===== src/rtl/mode7_scan_pkg.sv =====
// Shared VGA timing defaults and colour field positions for the Mode 7 scan generator.
package mode7_scan_pkg;

    localparam int unsigned VGA_H_VISIBLE = 640;
    localparam int unsigned VGA_H_FRONT   = 16;
    localparam int unsigned VGA_H_SYNC    = 96;
    localparam int unsigned VGA_H_BACK    = 48;
    localparam int unsigned VGA_V_VISIBLE = 480;
    localparam int unsigned VGA_V_FRONT   = 10;
    localparam int unsigned VGA_V_SYNC    = 2;
    localparam int unsigned VGA_V_BACK    = 33;

    localparam int unsigned VGA_H_TOTAL =
        VGA_H_VISIBLE + VGA_H_FRONT + VGA_H_SYNC + VGA_H_BACK;
    localparam int unsigned VGA_V_TOTAL =
        VGA_V_VISIBLE + VGA_V_FRONT + VGA_V_SYNC + VGA_V_BACK;

    localparam int unsigned VGA_H_SYNC_START = VGA_H_VISIBLE + VGA_H_FRONT;
    localparam int unsigned VGA_H_SYNC_END   = VGA_H_SYNC_START + VGA_H_SYNC - 1;
    localparam int unsigned VGA_V_SYNC_START = VGA_V_VISIBLE + VGA_V_FRONT;
    localparam int unsigned VGA_V_SYNC_END   = VGA_V_SYNC_START + VGA_V_SYNC - 1;

    localparam int unsigned ANGLE_MOD = 360;

    // rgb332 slices of the texel byte
    localparam int unsigned RED_HI   = 7;
    localparam int unsigned RED_LO   = 5;
    localparam int unsigned GREEN_HI = 4;
    localparam int unsigned GREEN_LO = 2;
    localparam int unsigned BLUE_HI  = 1;
    localparam int unsigned BLUE_LO  = 0;

endpackage


===== src/rtl/mode7_delay_line.sv =====
// Enable-gated shift register with synchronous reset value; DEPTH = 0 is a plain wire.
module mode7_delay_line #(
    parameter int unsigned         WIDTH     = 1,
    parameter int unsigned         DEPTH     = 1,
    parameter logic [WIDTH-1:0]    RESET_VAL = '0
) (
    input  logic             clk,
    input  logic             reset,
    input  logic             en,
    input  logic [WIDTH-1:0] din,
    output logic [WIDTH-1:0] dout
);

    generate
        if (DEPTH == 0) begin : g_pass
            logic unused_ctrl;
            assign unused_ctrl = ^{clk, reset, en};
            assign dout = din;
        end else begin : g_shift
            logic [WIDTH-1:0] stage_q [DEPTH];

            always_ff @(posedge clk) begin
                if (reset) begin
                    for (int unsigned i = 0; i < DEPTH; i++) begin
                        stage_q[i] <= RESET_VAL;
                    end
                end else if (en) begin
                    stage_q[0] <= din;
                    for (int unsigned i = 1; i < DEPTH; i++) begin
                        stage_q[i] <= stage_q[i-1];
                    end
                end
            end

            assign dout = stage_q[DEPTH-1];
        end
    endgenerate

endmodule


===== src/rtl/mode7_scan_gen.sv =====
// Raster coordinate generator and latency-aligned VGA back end for the Mode 7 datapath.
// Define MODE7_ANGLE_STEP_EN to advance the rotation angle by ANGLE_STEP once per frame.
module mode7_scan_gen
    import mode7_scan_pkg::*;
#(
    parameter int unsigned CLK_DIV     = 4,
    parameter int unsigned H_VISIBLE   = VGA_H_VISIBLE,
    parameter int unsigned H_FRONT     = VGA_H_FRONT,
    parameter int unsigned H_SYNC      = VGA_H_SYNC,
    parameter int unsigned H_BACK      = VGA_H_BACK,
    parameter int unsigned V_VISIBLE   = VGA_V_VISIBLE,
    parameter int unsigned V_FRONT     = VGA_V_FRONT,
    parameter int unsigned V_SYNC      = VGA_V_SYNC,
    parameter int unsigned V_BACK      = VGA_V_BACK,
    parameter int unsigned COLOR_LAT   = 1,
    parameter logic        SYNC_ACTIVE = 1'b0,
    parameter int unsigned ANGLE_STEP  = 1
) (
    input  logic        clk,
    input  logic        reset,
    output logic [15:0] x,
    output logic [15:0] y,
    input  logic [7:0]  color,
    output logic [9:0]  angle,
    output logic        pixel_tick,
    output logic        frame_start,
    output logic        hsync,
    output logic        vsync,
    output logic        video_on,
    output logic [2:0]  red,
    output logic [2:0]  green,
    output logic [1:0]  blue
);

    localparam int unsigned H_TOTAL  = H_VISIBLE + H_FRONT + H_SYNC + H_BACK;
    localparam int unsigned V_TOTAL  = V_VISIBLE + V_FRONT + V_SYNC + V_BACK;
    localparam int unsigned HS_START = H_VISIBLE + H_FRONT;
    localparam int unsigned HS_END   = HS_START + H_SYNC - 1;
    localparam int unsigned VS_START = V_VISIBLE + V_FRONT;
    localparam int unsigned VS_END   = VS_START + V_SYNC - 1;

    localparam int unsigned    DIV_W    = (CLK_DIV > 1) ? $clog2(CLK_DIV) : 1;
    localparam logic [DIV_W-1:0] DIV_LAST = DIV_W'(CLK_DIV - 1);

    logic [DIV_W-1:0] div_q, div_d;
    logic             tick_q;
    logic [15:0]      hcount_q, vcount_q;
    logic             h_last, v_last, frame_wrap;
    logic             frame_start_q;
    logic             hs_q, vs_q, on_q;
    logic [2:0]       red_q, green_q;
    logic [1:0]       blue_q;
    logic [2:0]       raw_timing, aligned_timing;

    assign div_d      = (div_q == DIV_LAST) ? '0 : div_q + 1'b1;
    assign h_last     = (hcount_q == 16'(H_TOTAL - 1));
    assign v_last     = (vcount_q == 16'(V_TOTAL - 1));
    assign frame_wrap = tick_q && h_last && v_last;

    // {hsync, vsync, on} decoded from the coordinates being issued this tick
    always_comb begin
        raw_timing[2] = (hcount_q >= 16'(HS_START) && hcount_q <= 16'(HS_END)) ?
                        SYNC_ACTIVE : ~SYNC_ACTIVE;
        raw_timing[1] = (vcount_q >= 16'(VS_START) && vcount_q <= 16'(VS_END)) ?
                        SYNC_ACTIVE : ~SYNC_ACTIVE;
        raw_timing[0] = (hcount_q < 16'(H_VISIBLE)) && (vcount_q < 16'(V_VISIBLE));
    end

    mode7_delay_line #(
        .WIDTH     (3),
        .DEPTH     (COLOR_LAT),
        .RESET_VAL ({~SYNC_ACTIVE, ~SYNC_ACTIVE, 1'b0})
    ) u_align (
        .clk   (clk),
        .reset (reset),
        .en    (tick_q),
        .din   (raw_timing),
        .dout  (aligned_timing)
    );

    always_ff @(posedge clk) begin
        if (reset) begin
            div_q         <= '0;
            tick_q        <= 1'b0;
            hcount_q      <= '0;
            vcount_q      <= '0;
            frame_start_q <= 1'b0;
            hs_q          <= ~SYNC_ACTIVE;
            vs_q          <= ~SYNC_ACTIVE;
            on_q          <= 1'b0;
            red_q         <= '0;
            green_q       <= '0;
            blue_q        <= '0;
        end else begin
            div_q         <= div_d;
            tick_q        <= (div_d == DIV_LAST);
            frame_start_q <= frame_wrap;
            if (tick_q) begin
                hcount_q <= h_last ? '0 : hcount_q + 16'd1;
                if (h_last) begin
                    vcount_q <= v_last ? '0 : vcount_q + 16'd1;
                end
                hs_q    <= aligned_timing[2];
                vs_q    <= aligned_timing[1];
                on_q    <= aligned_timing[0];
                red_q   <= aligned_timing[0] ? color[RED_HI:RED_LO]     : '0;
                green_q <= aligned_timing[0] ? color[GREEN_HI:GREEN_LO] : '0;
                blue_q  <= aligned_timing[0] ? color[BLUE_HI:BLUE_LO]   : '0;
            end
        end
    end

`ifdef MODE7_ANGLE_STEP_EN
    logic [9:0]  angle_q;
    logic [10:0] angle_sum;

    always_comb begin
        angle_sum = {1'b0, angle_q} + 11'(ANGLE_STEP);
        if (angle_sum >= 11'(ANGLE_MOD)) begin
            angle_sum = angle_sum - 11'(ANGLE_MOD);
        end
    end

    always_ff @(posedge clk) begin
        if (reset) begin
            angle_q <= '0;
        end else if (frame_wrap) begin
            angle_q <= angle_sum[9:0];
        end
    end

    assign angle = angle_q;
`else
    assign angle = '0;
`endif

    assign x           = hcount_q;
    assign y           = vcount_q;
    assign pixel_tick  = tick_q;
    assign frame_start = frame_start_q;
    assign hsync       = hs_q;
    assign vsync       = vs_q;
    assign video_on    = on_q;
    assign red         = red_q;
    assign green       = green_q;
    assign blue        = blue_q;

endmodule

===== config.mk =====
export PLATFORM = sky130hd
export DESIGN_NAME = mode7_scan_gen
export DESIGN_NICKNAME = d
export VERILOG_FILES = /design/src/rtl/mode7_scan_pkg.sv /design/src/rtl/mode7_delay_line.sv /design/src/rtl/mode7_scan_gen.sv
export SDC_FILE = /design/constraint.sdc
export NUM_CORES = 1
export LEC_CHECK = 0
export ABC_AREA = 1
export BUFFER_PORTS_ARGS = -buffer_cell sky130_fd_sc_hd__buf_2
export CAP_MARGIN = 10
export CORE_ASPECT_RATIO = 0.6
export CORE_MARGIN = 8
export CORE_UTILIZATION = 25
export DETAILED_ROUTE_END_ITERATION = 10
export REMOVE_ABC_BUFFERS = 1
export SYNTH_ARGS = -nofsm -noshare
export SYNTH_HDL_FRONTEND = slang
export SYNTH_SLANG_ARGS = --single-unit

===== constraint.sdc =====
create_clock -name clk -period 3.1 [get_ports clk]
set_input_delay 0.31 -clock clk [delete_from_list [all_inputs] [get_ports clk]]
set_output_delay 0.31 -clock clk [all_outputs]
set_load 0.02 [all_outputs]

* Yosys cells after proc, flatten, opt, wreduce, memory -nomap -nowiden
Memory sizes are Yosys's and may differ from the RTL's.
Index checks and enable logic that the tools add are counted.
** Cells by class
- $add $sub $neg :: 3
- $lt $le $gt $ge :: 6
- Eq/ne operators :: 4
- Muxes and demuxes :: 15
- Reduce and logical (&&, ||, !) cells :: 7
** Operator list (number)
- adder 16 x 1 -> 16 bit (second input constant) :: 2
- equality test 16 x 10 -> 1 bit (second input constant) :: 2
- 2-to-1 mux 16 bit :: 2
- greater-or-equal comparator 16 x 10 -> 1 bit (second input constant) :: 1
- greater-or-equal comparator 16 x 9 -> 1 bit (second input constant) :: 1
- less-or-equal comparator 16 x 10 -> 1 bit (second input constant) :: 1
- less-or-equal comparator 16 x 9 -> 1 bit (second input constant) :: 1
- < comparator 16 x 10 -> 1 bit (second input constant) :: 1
- < comparator 16 x 9 -> 1 bit (second input constant) :: 1
- 2-to-1 mux 3 bit :: 3
- 2-to-1 mux 1 bit :: 8
- logical AND 1 bit :: 5
- equality test 2 bit (second input constant) :: 2
- 2-to-1 mux 2 bit :: 2
- OR reduction 3 bit :: 1
- adder 2 x 1 -> 2 bit (second input constant) :: 1
- AND reduction 2 bit :: 1
** Storage, ports and cells
- Register bits :: 47
- Bits in writable memories :: 3
- Input port bits :: 10
- Output and inout port bits :: 55
- Logic and storage cells :: 47
- Memories kept :: 1
** Memory list
- u_align.g_shift.stage_q :: depth 1, width 3, read ports 1, clocked after Yosys merged registers in 0, write ports 1, RTL line mode7_delay_line.sv:20 : logic [WIDTH-1:0] stage_q [DEPTH];

* Longest topological paths before layout
Gate-level depths: netlist of the first run.
- Depth in word-level cells :: 5
- Mapped depth :: 9
- Gate-level depth less buffers :: 9

* By module
Synthesis of the first run repeated with hierarchy kept, for this count alone.
** Second synthesis, totals
- Cell total of the unflattened synthesis :: 406
- Area total of the unflattened synthesis :: 2717.6 sq um
** Modules (own cells, without submodules)
- mode7_scan_gen :: instances 1, cells each 392, area each 2583.7 sq um, seq. area each 940.9 sq um
- mode7_delay_line :: instances 1, cells each 14, area each 133.9 sq um, seq. area each 90.1 sq um

* Worst setup path before layout of the first run
No wires, ideal clock.
- Path type :: flip-flop to flip-flop
- Start point :: register hcount_q[1], in the netlist x[1]
- End point :: register vcount_q[4], in the netlist y[4]
- Library setup time :: 118 ps
- Arrival :: 1443 ps
- Data required time :: 2982 ps
- Path slack :: 1539 ps
- Cell stages (with the launch flop) :: 8
- Buffers on the path :: 1
- Clock period less this slack :: 1561 ps
- Cells stage by stage :: dfxtp_1 ha_1 nand3_2 nor2_4 nand3_4 buf_6 nor3_1 nor2_1
** On the way
- Cells in the longest elaborated chain, start to end :: 2
** RTL lines
- from (decl) :: RTL line mode7_scan_gen.sv:47 : logic [15:0] hcount_q, vcount_q;
- from (signal assigned) :: RTL line mode7_scan_gen.sv:99 : hcount_q <= h_last ? '0 : hcount_q + 16'd1;
- equality test 16 x 10 -> 1 bit :: RTL line mode7_scan_gen.sv:56 : assign h_last = (hcount_q == 16'(H_TOTAL - 1));
- AND reduction 2 bit (no line)
- to (signal assigned) :: RTL line mode7_scan_gen.sv:101 : vcount_q <= v_last ? '0 : vcount_q + 16'd1;
- to (decl) :: RTL line mode7_scan_gen.sv:47
Every way passes these cells.
A chain may end at the register's enable or synchronous reset.

* Final worst setup path of the first run
- Start point :: register tick_q, in the netlist pixel_tick
- End point :: memory u_align.g_shift.stage_q[0][2] (data pin)
** On the way
- Cells in the longest elaborated chain, start to end :: 5
** RTL lines
- from (decl) :: RTL line mode7_scan_gen.sv:46 : logic tick_q;
- from (signal assigned) :: RTL line mode7_scan_gen.sv:96 : tick_q <= (div_d == DIV_LAST);
- 2-to-1 mux 1 bit :: RTL line mode7_delay_line.sv:27 : end else if (en) begin
- 2-to-1 mux 1 bit :: RTL line mode7_delay_line.sv:23 : if (reset) begin
- 2-to-1 mux 1 bit (not written as such) :: RTL line mode7_delay_line.sv:28 : stage_q[0] <= din;
- OR reduction 3 bit (no line)
- 2-to-1 mux 3 bit (no line)
- to (decl) :: RTL line mode7_delay_line.sv:20
Every way passes these cells.

==> results.ini, run 1 <==
[global_routing]
grt_pass1_vias = 2411
grt_max_degree = 21
antenna_found_initial = 0
grt_overflow = 0
grt_first_pass_wirelength_um = 12200
grt_use_total_pct = 10.7

[worst_setup_path]
cp-end-kind = flop
r2r_slack_ps = 1180
worstReg2RegStart = pixel_tick
rr_worst_depth = 6
crit_type = flop to flop
worstPathMaxFanout = 12
reg2reg_to = u_align.g_shift.stage_q[0][2]
required_ps = 3140
arrival_ps = 1960
worstSetupStartpointType = flop

[logic_synthesis]
postSynthCellCount = 359
netlist_area_sq_um = 2700
synth_warnings = 0
ys_ff_latch = 50
synth.top_cells.by_area = dfxtp_1 35%, nand2_1 10%, nor2_1 8.1%
synth_seq_area_share_pct = 38.2
synth_top_area_share_pct = 34.9
syn_avg_cell_area_sq_um = 7.52
synth_cell_types = 42
synth_top_area_cell = dfxtp_1

[placement]
place_congestion = 0.823
placed_area_sq_um = 3060
dpl.hpwl_um = 5890
place_inst = 545
port_buffers = 54

[cts]
root_buffer = clkbuf_16
cts_tree = yes
clock_latency_ps = 300
clockBufferDepth = 2
numCtsBuffers = 5
cts_max_level = 2
cts_num_sinks = 50
cts_hold_repair.buffers = 0
cts.repair.resized = 0
clk_pin_slew_ps = 60
cts_setup_buffers = 0

[layout]
layout_common_cells = 74 x nand2_1, 58 x nor2_1, 54 x buf_2
multi_input_area_sq_um = 1450
seqCellArea_sq_um = 1030
fin_cells = 553
insertedDiodeCount = 0
final_area_sq_um = 3250
nets = 430
drive_above_1_share_pct = 22.2
final_common_cell = nand2_1
fill_cells = 1168
areaGrowthSynthToFinish_pct = 20.5

[hold_path]
hold_depth = 2
whs_endpoint = blue[0]
hold_start = color[0]
min_path_type = primary input to flop

[timing]
min_period_ps = 1920
setup-violations-final = 0
rsz0062_at_grt = false
finalMaxSlewViolations = 0
setup-tns-final_ps = 0
hold_violations = 0
finalCritPeriodShare_pct = 62.0
max_freq_ghz = 0.520
skew_ps = 4.46

[die]
ios = 65
rows = 29
start_util_pct = 25.6
coreArea_sq_um = 10500
die_area_sq_um = 14500
die_h_um = 96.5
die_x_um = 150

[job]
max_cap_violations = 0

[routing]
ant_nets = 0
wl_per_cell_um = 13.8
drc = 0
routed_wl_um = 7630
drt_iter0_markers = 182
first_pass_iters = 4
num_vias = 2512
vias_per_cell = 4.54

[run_status]
status = complete, no violations

[pwr]
power.leakage_nw = 1.32
powerDensity_nw_per_um2 = 441
peakVddDrop_uv = 196

-- per-layer routing --
| metal | up-vias | track usage [%] | routed length [um] |
|---|---|---|---|
| li1 | 1272 | - | - |
| met1 | 1159 | 14.4 | 3790 |
| met2 | 74 | 15.6 | 3110 |
| met3 | 7 | 3.58 | 619 |
| met4 | 0 | 4.22 | 104 |
| met5 | - | 0 | 0 |
-- worst max-delay path, cell delays in order (launching register included) --
cell,delay (ps)
dfxtp_1,600
inv_1,270
nor2_1,140
buf_4,190
inv_1,110
nor3_1,240
o211ai_1,120
-- synth_stat cells --
library cell / count
nand2_1: 74
edfxtp_1: 3
o21bai_1: 2
conb_1: 1
xnor2_1: 1
nor2_8: 1
nor2_2: 3
o31ai_1: 2
buf_4: 11
buf_1: 2
nand3_1: 20
inv_2: 2
nand2_2: 3
and2_1: 1
a32o_1: 8
o22a_1: 2
a21oi_1: 15
nand3_4: 1
clkbuf_1: 1
nor3b_1: 1
nor3_2: 6
a211oi_1: 1
nor2_1: 58
o211ai_1: 1
a31oi_1: 1
nor4_1: 1
buf_2: 1
o22ai_1: 1
o21ai_2: 7
nand2_4: 2
nor3_1: 13
nand4_1: 6
nand3_2: 2
buf_6: 2
o21ai_0: 6
xor2_1: 6
nor2_4: 3
inv_1: 32
or2_0: 1
dfxtp_1: 47
ha_1: 7
a22o_1: 1
-- per-stage QoR --
step | utilization, % | total power, mW | worst slack, ps | hold slack (ps)
after floorplan | - | 0.715 | 1060 | 377
after global placement | 29.1 | 0.738 | 1260 | 434
after detailed placement | 29.1 | 0.740 | 1180 | 447
after CTS | 30.9 | 1.45 | 1180 | 261
after global routing | 30.9 | 1.49 | 970 | 262
final | 30.9 | 1.43 | 1180 | 268
-- cell type report --
type,instances,area share (%)
Sequential cell,50,31.7
Timing Repair Buffer,55,8.54
Clock inverter,3,1.96
Multi-Input combinational cell,267,44.7
Inverter,34,3.92
Tap cell,139,5.35
Clock buffer,5,3.85
-- report_power, final --
group | total, mW | switching (mW) | internal [mW]
Combinational | 0.0598 | 0.0447 | 0.0151
Sequential | 0.667 | 0.0104 | 0.657
Clock | 0.708 | 0.248 | 0.460
Total | 1.43 | 0.303 | 1.13
-- flip-flops by register name, indices dropped and copies added (netlist names) --
signal / cells
blue: 2
div_q: 2
frame_start: 1
green: 3
hsync: 1
pixel_tick: 1
red: 3
u_align.g_shift.stage_q: 3
video_on: 1
vsync: 1
x: 16
y: 16
-- cell families (layout without fill, tap and decap cells) --
group           after synthesis  after routing  synth area share [%]
fa+ha+maj                     7              7                  3.25
other cells                   1             10                 0.139
xor+xnor                      7              7                  2.27
flops                        50             50                  38.2
simple gates                196            196                  34.7
compound gates               47             47                  12.2
buf+inv                      51             97                  9.23
-- how the worst max path moves through the flow --
stage / startpoint / to / slack, ps / cells past startpoint
after floorplan: pixel_tick / u_align.g_shift.stage_q[0][2] / 1060 / 5
after global placement: x[1] / x[15] / 1260 / 8
after detailed placement: x[0] / x[15] / 1180 / 8
after CTS: pixel_tick / u_align.g_shift.stage_q[0][2] / 1180 / 6
after global routing: x[0] / x[15] / 970 / 8
final: pixel_tick / u_align.g_shift.stage_q[0][2] / 1180 / 6
(Power assumes the default switching activity.)
==> run 2, diff against run 1 <==
==> constraint.sdc (replaced) <==
create_clock -name clk -period 1.62 [get_ports clk]
set_input_delay 0.162 -clock clk [delete_from_list [all_inputs] [get_ports clk]]
set_output_delay 0.162 -clock clk [all_outputs]
set_load 0.02 [all_outputs]
==> run 2 against run 1 <==
Sequential share of layout area shrank 1.1 points. Die area is the same. Critical path depth grew 4. Clock-buffer cell count grew 2. Global-route usage shrank 0.15 points. Via count grew 1.6%. Clock power grew 51%. Sequential power grew 90%. Maximum frequency grew 27%. Wire length shrank 0.33%. Design area grew 3.9%. Highest routed layer unchanged.
==> results.ini, run 2 (synthesized netlist as in run 1, its figures left out) <==
[timing]
setup-violations-final = 0  ; unchanged
finalMaxSlewViolations = 0  ; unchanged
finalCritPeriodShare_pct = 93.6  ; was 62.0%
max_freq_ghz = 0.659  ; was 0.520 GHz
rsz0062_at_grt = true  ; was false
skew_ps = 4.79  ; was 4.46 ps
hold_violations = 0  ; unchanged
min_period_ps = 1520  ; was 1920 ps

[die]
die_h_um = 96.5  ; unchanged
start_util_pct = 25.6  ; unchanged
die_area_sq_um = 14500  ; unchanged
die_x_um = 150  ; unchanged
rows = 29  ; unchanged
coreArea_sq_um = 10500  ; unchanged
ios = 65  ; unchanged

[cts]
clock_latency_ps = 280  ; was 300 ps
cts_tree = yes  ; unchanged
root_buffer = clkbuf_16  ; unchanged
numCtsBuffers = 5  ; unchanged
cts_max_level = 2  ; unchanged
clk_pin_slew_ps = 60  ; about the same
cts_num_sinks = 50  ; unchanged
clockBufferDepth = 2  ; unchanged

[pwr]
peakVddDrop_uv = 450  ; was 196 uV
clockPowerShare_pct = 43.2  ; was 49.3%
powerDensity_nw_per_um2 = 730  ; was 441 nW/um^2
finalPower_mw = 2.47  ; was 1.43 mW
comb_power_share_pct = 5.3  ; was 4.2%
intPower_mw = 1.91  ; was 1.13 mW
switching_share_pct = 22.6  ; was 21.1%
switchingPower_uw = 559  ; was 303 uW
seqPwrFrac_pct = 51.5  ; was 46.5%
power.leakage_nw = 1.42  ; was 1.32 nW

[worst_setup_path]
arrival_ps = 1690  ; was 1960 ps
slowest_stage = dfxtp_2  ; was dfxtp_1
worstSetupStartpointType = flop  ; unchanged
cp-end-kind = flop  ; unchanged
required_ps = 1800  ; was 3140 ps
rr_worst_depth = 10  ; was 6
worstPathMaxFanout = 6  ; was 12
crit_top_cell = nor2_1  ; was inv_1
crit_type = flop to flop  ; unchanged
worstPathCellList = inv_2 > ha_1 > nand3_1 > nor2_2 > nand2_2 > nor2_1 > nor2_1 > buf_4 > nand2_1 > nor2_1  ; was inv_1 > nor2_1 > buf_4 > inv_1 > nor3_1 > o211ai_1
cpPeakStageDelay_ps = 350  ; was 600 ps

[global_routing]
antenna_found_initial = 0  ; unchanged
grt_max_degree = 16  ; was 21
grt_pass1_vias = 2358  ; was 2411
grt_overflow = 0  ; unchanged
grt_use_total_pct = 10.6  ; was 10.7%
grt_first_pass_wirelength_um = 12100  ; was 12200 um

[run_status]
status = complete, no violations  ; unchanged

[placement]
dpl.hpwl_um = 6080  ; was 5890 um
place_congestion = 0.882  ; was 0.823
port_buffers = 54  ; unchanged

[layout]
drive_above_1_share_pct = 27.3  ; was 22.2%
fill_cells = 1131  ; was 1168
final_common_cell = nand2_1  ; unchanged
finish.utilization_pct = 32.1  ; was 30.9%
nets = 449  ; was 430
areaGrowthSynthToFinish_pct = 25.2  ; was 20.5%
layout_common_cells = 73 x nand2_1, 56 x nor2_1, 54 x buf_2  ; was 74 x nand2_1, 58 x nor2_1, 54 x buf_2
insertedDiodeCount = 0  ; unchanged

[routing]
drt_iter0_markers = 176  ; was 182
first_pass_iters = 5  ; was 4
ant_nets = 0  ; unchanged
num_vias = 2551  ; was 2512
drc = 0  ; unchanged
wl_per_cell_um = 13.3  ; was 13.8 um
vias_per_cell = 4.46  ; was 4.54
routed_wl_um = 7600  ; was 7630 um

[hold_path]
hold_depth = 2  ; unchanged
min_path_type = primary input to flop  ; unchanged

[job]
max_cap_violations = 0  ; unchanged

==> run 2: final timing paths <==
kind | startpoint | end | slack, ps
worst min register to register | div_q[0] | div_q[0] | 450
worst min-delay path | color[3] | green[1] | 130
worst max-delay path | y[0] | y[2] | 100
worst max register to register | y[0] | y[2] | 100
==> run 2: worst max-delay path, delay by kind of cell, from the launching register on <==
kind          cells  cell delay, ps
buf+inv           2             250
fa+ha+maj         1             180
simple gates      7             610
flops             1             350
==> run 2: per-stage QoR <==
stage / std cells / worst slack, ps / area, sq um / setup TNS (ps) / hold slack [ps]
floorplan: 351 / -419 / 2610 / -2240 / 229
finish: 572 / 103 / 3380 / 0 / 133
CTS: 571 / 33.0 / 3350 / 0 / 125
global placement: 563 / -26.2 / 3200 / -99.3 / 417
detailed placement: 563 / 15.9 / 3200 / 0 / 422
global route: 572 / -21.0 / 3380 / -45.6 / 130
==> run 2: layout make-up <==
| cell class | instances | area [sq um] | share of cell area, % |
|---|---|---|---|
| inverter | 34 | 128 | 3.78 |
| sequential | 50 | 1030 | 30.6 |
| timing repair buffer | 74 | 420 | 12.4 |
| multi-input combinational | 267 | 1470 | 43.6 |
| clock buffer | 7 | 143 | 4.22 |
| clock inverter | 1 | 5.00 | 0.148 |
| tap | 139 | 174 | 5.15 |
==> run 2: power by group through the flow <==
stage | registers [mW] | logic [mW] | clock network, mW
2_1_floorplan | 1.31 | 0.0600 | 0
3_3_place_gp | 1.30 | 0.128 | 0
3_5_place_dp | 1.30 | 0.130 | 0
4_1_cts | 1.27 | 0.131 | 1.09
5_1_grt | 1.27 | 0.148 | 1.15
6_report | 1.27 | 0.130 | 1.07
==> run 2: routing by layer <==
layer / share of wire (%) / vias to the layer above / wire length (um) / global-route usage, %
met4: 0.66 / 0 / 50 / 2.56
met5: 0 / - / 0 / 0
met2: 39 / 74 / 2970 / 15.2
met3: 8.1 / 2 / 617 / 3.35
met1: 52 / 1153 / 3970 / 15.0
li1: - / 1322 / - / -
==> run 2: timing repair <==
item	4_1_cts	5_1_grt
setup endpoints to repair	1	11
hold buffers	0	0
setup buffers	0	1
pin swaps	0	1
resized for setup	1	8
==> run 3, diff against run 2 <==
--- a/config.mk
+++ b/config.mk
@@ -15,4 +15,5 @@
 export REMOVE_ABC_BUFFERS = 1
 export SYNTH_ARGS = -nofsm -noshare
 export SYNTH_HDL_FRONTEND = slang
+export SYNTH_HIERARCHICAL = 1
 export SYNTH_SLANG_ARGS = --single-unit
==> run 3 against run 2 <==
Wire length rose by 7.5%. Total power is 8.8% higher. Area after synthesis rose by 0.70%. Critical path type unchanged. Via count grew 9.1%. Clock-buffer cell count fell by 2.
==> results.ini, run 3 <==
[worst_setup_path]
worstPathCellList = nand2_1 > nor2_1 > nand2_1 > inv_2 > nand2_1 > nor2_1 > nor2_1 > nor2_1  ; was inv_2 > ha_1 > nand3_1 > nor2_2 > nand2_2 > nor2_1 > nor2_1 > buf_4 > nand2_1 > nor2_1
required_ps = 1870  ; was 1800 ps
arrival_ps = 1770  ; was 1690 ps
worstPathMaxFanout = 5  ; was 6
crit_family = simple AND/OR/NAND/NOR gates  ; unchanged
crit_type = flop to flop  ; unchanged
slowest_stage = dfxtp_1  ; was dfxtp_2
timing.critical_path.buf_inv = 1  ; was 2
cpPeakStageDelay_ps = 430  ; was 350 ps
worstSetupStartpointType = flop  ; unchanged
crit_top_cell = nor2_1  ; unchanged
cp-end-kind = flop  ; unchanged

[cts]
cts_num_sinks = 50  ; unchanged
cts_tree = yes  ; unchanged
clock_latency_ps = 300  ; was 280 ps
cts_hold_repair.buffers = 0  ; unchanged
root_buffer = clkbuf_16  ; unchanged
cts_max_level = 2  ; unchanged
numCtsBuffers = 5  ; unchanged
clockBufferDepth = 2  ; unchanged
clk_pin_slew_ps = 70  ; was 60 ps

[layout]
seqCellArea_sq_um = 1030  ; about the same
layout_common_cells = 94 x nand2_1, 76 x nor2_1, 54 x buf_2  ; was 73 x nand2_1, 56 x nor2_1, 54 x buf_2
nets = 491  ; was 449
final_common_cell = nand2_1  ; unchanged
final_area_sq_um = 3420  ; was 3380 sq um
drive_above_1_share_pct = 22.5  ; was 27.3%
fill_cells = 1179  ; was 1131
areaGrowthSynthToFinish_pct = 26.0  ; was 25.2%
fin_cells = 614  ; was 572
insertedDiodeCount = 0  ; unchanged
multi_input_area_sq_um = 1490  ; was 1470 sq um

[die]
coreArea_sq_um = 10600  ; was 10500 sq um
start_util_pct = 25.6  ; about the same
die_x_um = 151  ; was 150 um
rows = 29  ; unchanged
die_area_sq_um = 14600  ; was 14500 sq um
die_h_um = 96.8  ; was 96.5 um
ios = 65  ; unchanged

[routing]
ant_nets = 0  ; unchanged
vias_per_cell = 4.53  ; was 4.46
drc = 0  ; unchanged
drt_iter0_markers = 233  ; was 176
wl_per_cell_um = 13.3  ; about the same
routed_wl_um = 8170  ; was 7600 um
num_vias = 2784  ; was 2551
first_pass_iters = 5  ; unchanged

[hold_path]
min_path_type = primary input to flop  ; unchanged

[pwr]
powerDensity_nw_per_um2 = 784  ; was 730 nW/um^2
power.leakage_nw = 1.51  ; was 1.42 nW
peakVddDrop_uv = 386  ; was 450 uV

[logic_synthesis]
synthAdderAreaFrac_pct = 3.22  ; was 3.25%
synth_most_common_cell = nand2_1  ; unchanged
synth_cell_types = 30  ; was 42
synth-xor-area-share_pct = 2.90  ; was 2.27%
ys_ff_latch = 50  ; unchanged
synth_top_family_by_area = simple AND/OR/NAND/NOR gates  ; unchanged
muxShareOfSynthArea_pct = 0  ; unchanged
synth_top_area_share_pct = 34.6  ; was 34.9%
yosys-top-cells-count = 95 x nand2_1, 77 x nor2_1, 47 x dfxtp_1  ; was 74 x nand2_1, 58 x nor2_1, 47 x dfxtp_1
netlist_area_sq_um = 2720  ; was 2700 sq um
postSynthCellCount = 406  ; was 359
synth_seq_area_share_pct = 37.9  ; was 38.2%
yosys.area_share.simple_pct = 39.1  ; was 34.7%
synth_edf_count = 3  ; unchanged
syn_avg_cell_area_sq_um = 6.69  ; was 7.52 sq um
synth_top_area_cell = dfxtp_1  ; unchanged
synth.top_cells.by_area = dfxtp_1 35%, nand2_1 13%, nor2_1 11%  ; was dfxtp_1 35%, nand2_1 10%, nor2_1 8.1%
synth_warnings = 6  ; was 0
synth_compound_gate_area_share_pct = 6.31  ; was 12.2%
synth_flop_cell = dfxtp_1  ; unchanged
async_flop_share_pct = 0  ; unchanged

[placement]
port_buffers = 54  ; unchanged
place_inst = 606  ; was 563
place_congestion = 0.866  ; was 0.882
pre_cts_ws_ps = 42.2  ; was 15.9 ps
dpl.hpwl_um = 6310  ; was 6080 um
placed_area_sq_um = 3200  ; about the same

[global_routing]
grt_max_degree = 17  ; was 16
grt_first_pass_wirelength_um = 13300  ; was 12100 um
grt_use_total_pct = 11.3  ; was 10.6%
grt_pass1_vias = 2698  ; was 2358
antenna_found_initial = 0  ; unchanged
grt_overflow = 0  ; unchanged

[job]
max_cap_violations = 0  ; unchanged

[timing]
skew_ps = 8.96  ; was 4.79 ps
min_period_ps = 1530  ; was 1520 ps
worst_slack_ps = 94.2  ; was 103 ps
hold_violations = 0  ; unchanged
max_freq_ghz = 0.655  ; was 0.659 GHz
finalMaxSlewViolations = 0  ; unchanged
finalCritPeriodShare_pct = 94.2  ; was 93.6%
setup-violations-final = 0  ; unchanged

[run_status]
status = complete, no violations  ; unchanged

==> run 3: cell type report <==
type	count	area share (%)
clock inverter	3	1.28
multi-input combinational	302	43.5
timing repair buffer	70	11.4
sequential	50	30.2
inverter	45	4.93
tap	139	5.08
clock buffer	5	3.65
==> run 3: cells by family (layout without fill, tap and decap cells) <==
kind of cell	after synthesis	in the layout
simple gates	243	243
flops	50	50
xor+xnor	9	9
buf+inv	63	123
compound gates	33	33
fa+ha+maj	7	7
other cells	1	10
==> run 3: per-layer routing <==
layer | up-vias | GRT usage (%) | wire (um)
met5 | - | 0 | 0
met4 | 0 | 3.56 | 84
met3 | 9 | 4.19 | 720
met2 | 100 | 16.2 | 3330
met1 | 1273 | 15.4 | 4030
li1 | 1402 | - | -
==> run 3: worst paths after layout <==
kind / startpoint / to / slack, ps / cells past startpoint
setup / recovery: y[7] / y[13] / 90 / 8
hold reg to reg: vsync / vsync / 450 / 2
setup reg to reg: y[7] / y[13] / 90 / 8
hold / removal: color[1] / blue[1] / 120 / 3
==> run 3: report_power, final <==
part	internal [mW]	switching (mW)
Combinational	0.0520	0.114
Clock	0.732	0.504
Sequential	1.26	0.0208
==> run 3: worst reg2reg max path: cells and delay by family, from the launching register on <==
kind                   cells  cell delay (ps)
buffers and inverters      1              140
flip-flops                 1              430
AND/OR/NAND/NOR            7              910
==> run 3: what timing repair did <==
| action | CTS | global route |
|---|---|---|
| resized for setup | 0 | 12 |
| buffers inserted | 0 | 0 |
| setup endpoints to repair | 0 | 20 |
==> run 3: per-stage QoR <==
stage                     util, %  TNS, ps  power (mW)  hold WS [ps]
final                        32.3        0        2.68           118
after global routing         32.3    -11.6        2.81           125
after floorplan                 -    -3310        1.40           229
after detailed placement     30.2        0        1.47           439
after CTS                    31.8        0        2.72           113
after global placement       30.2        0        1.47           430
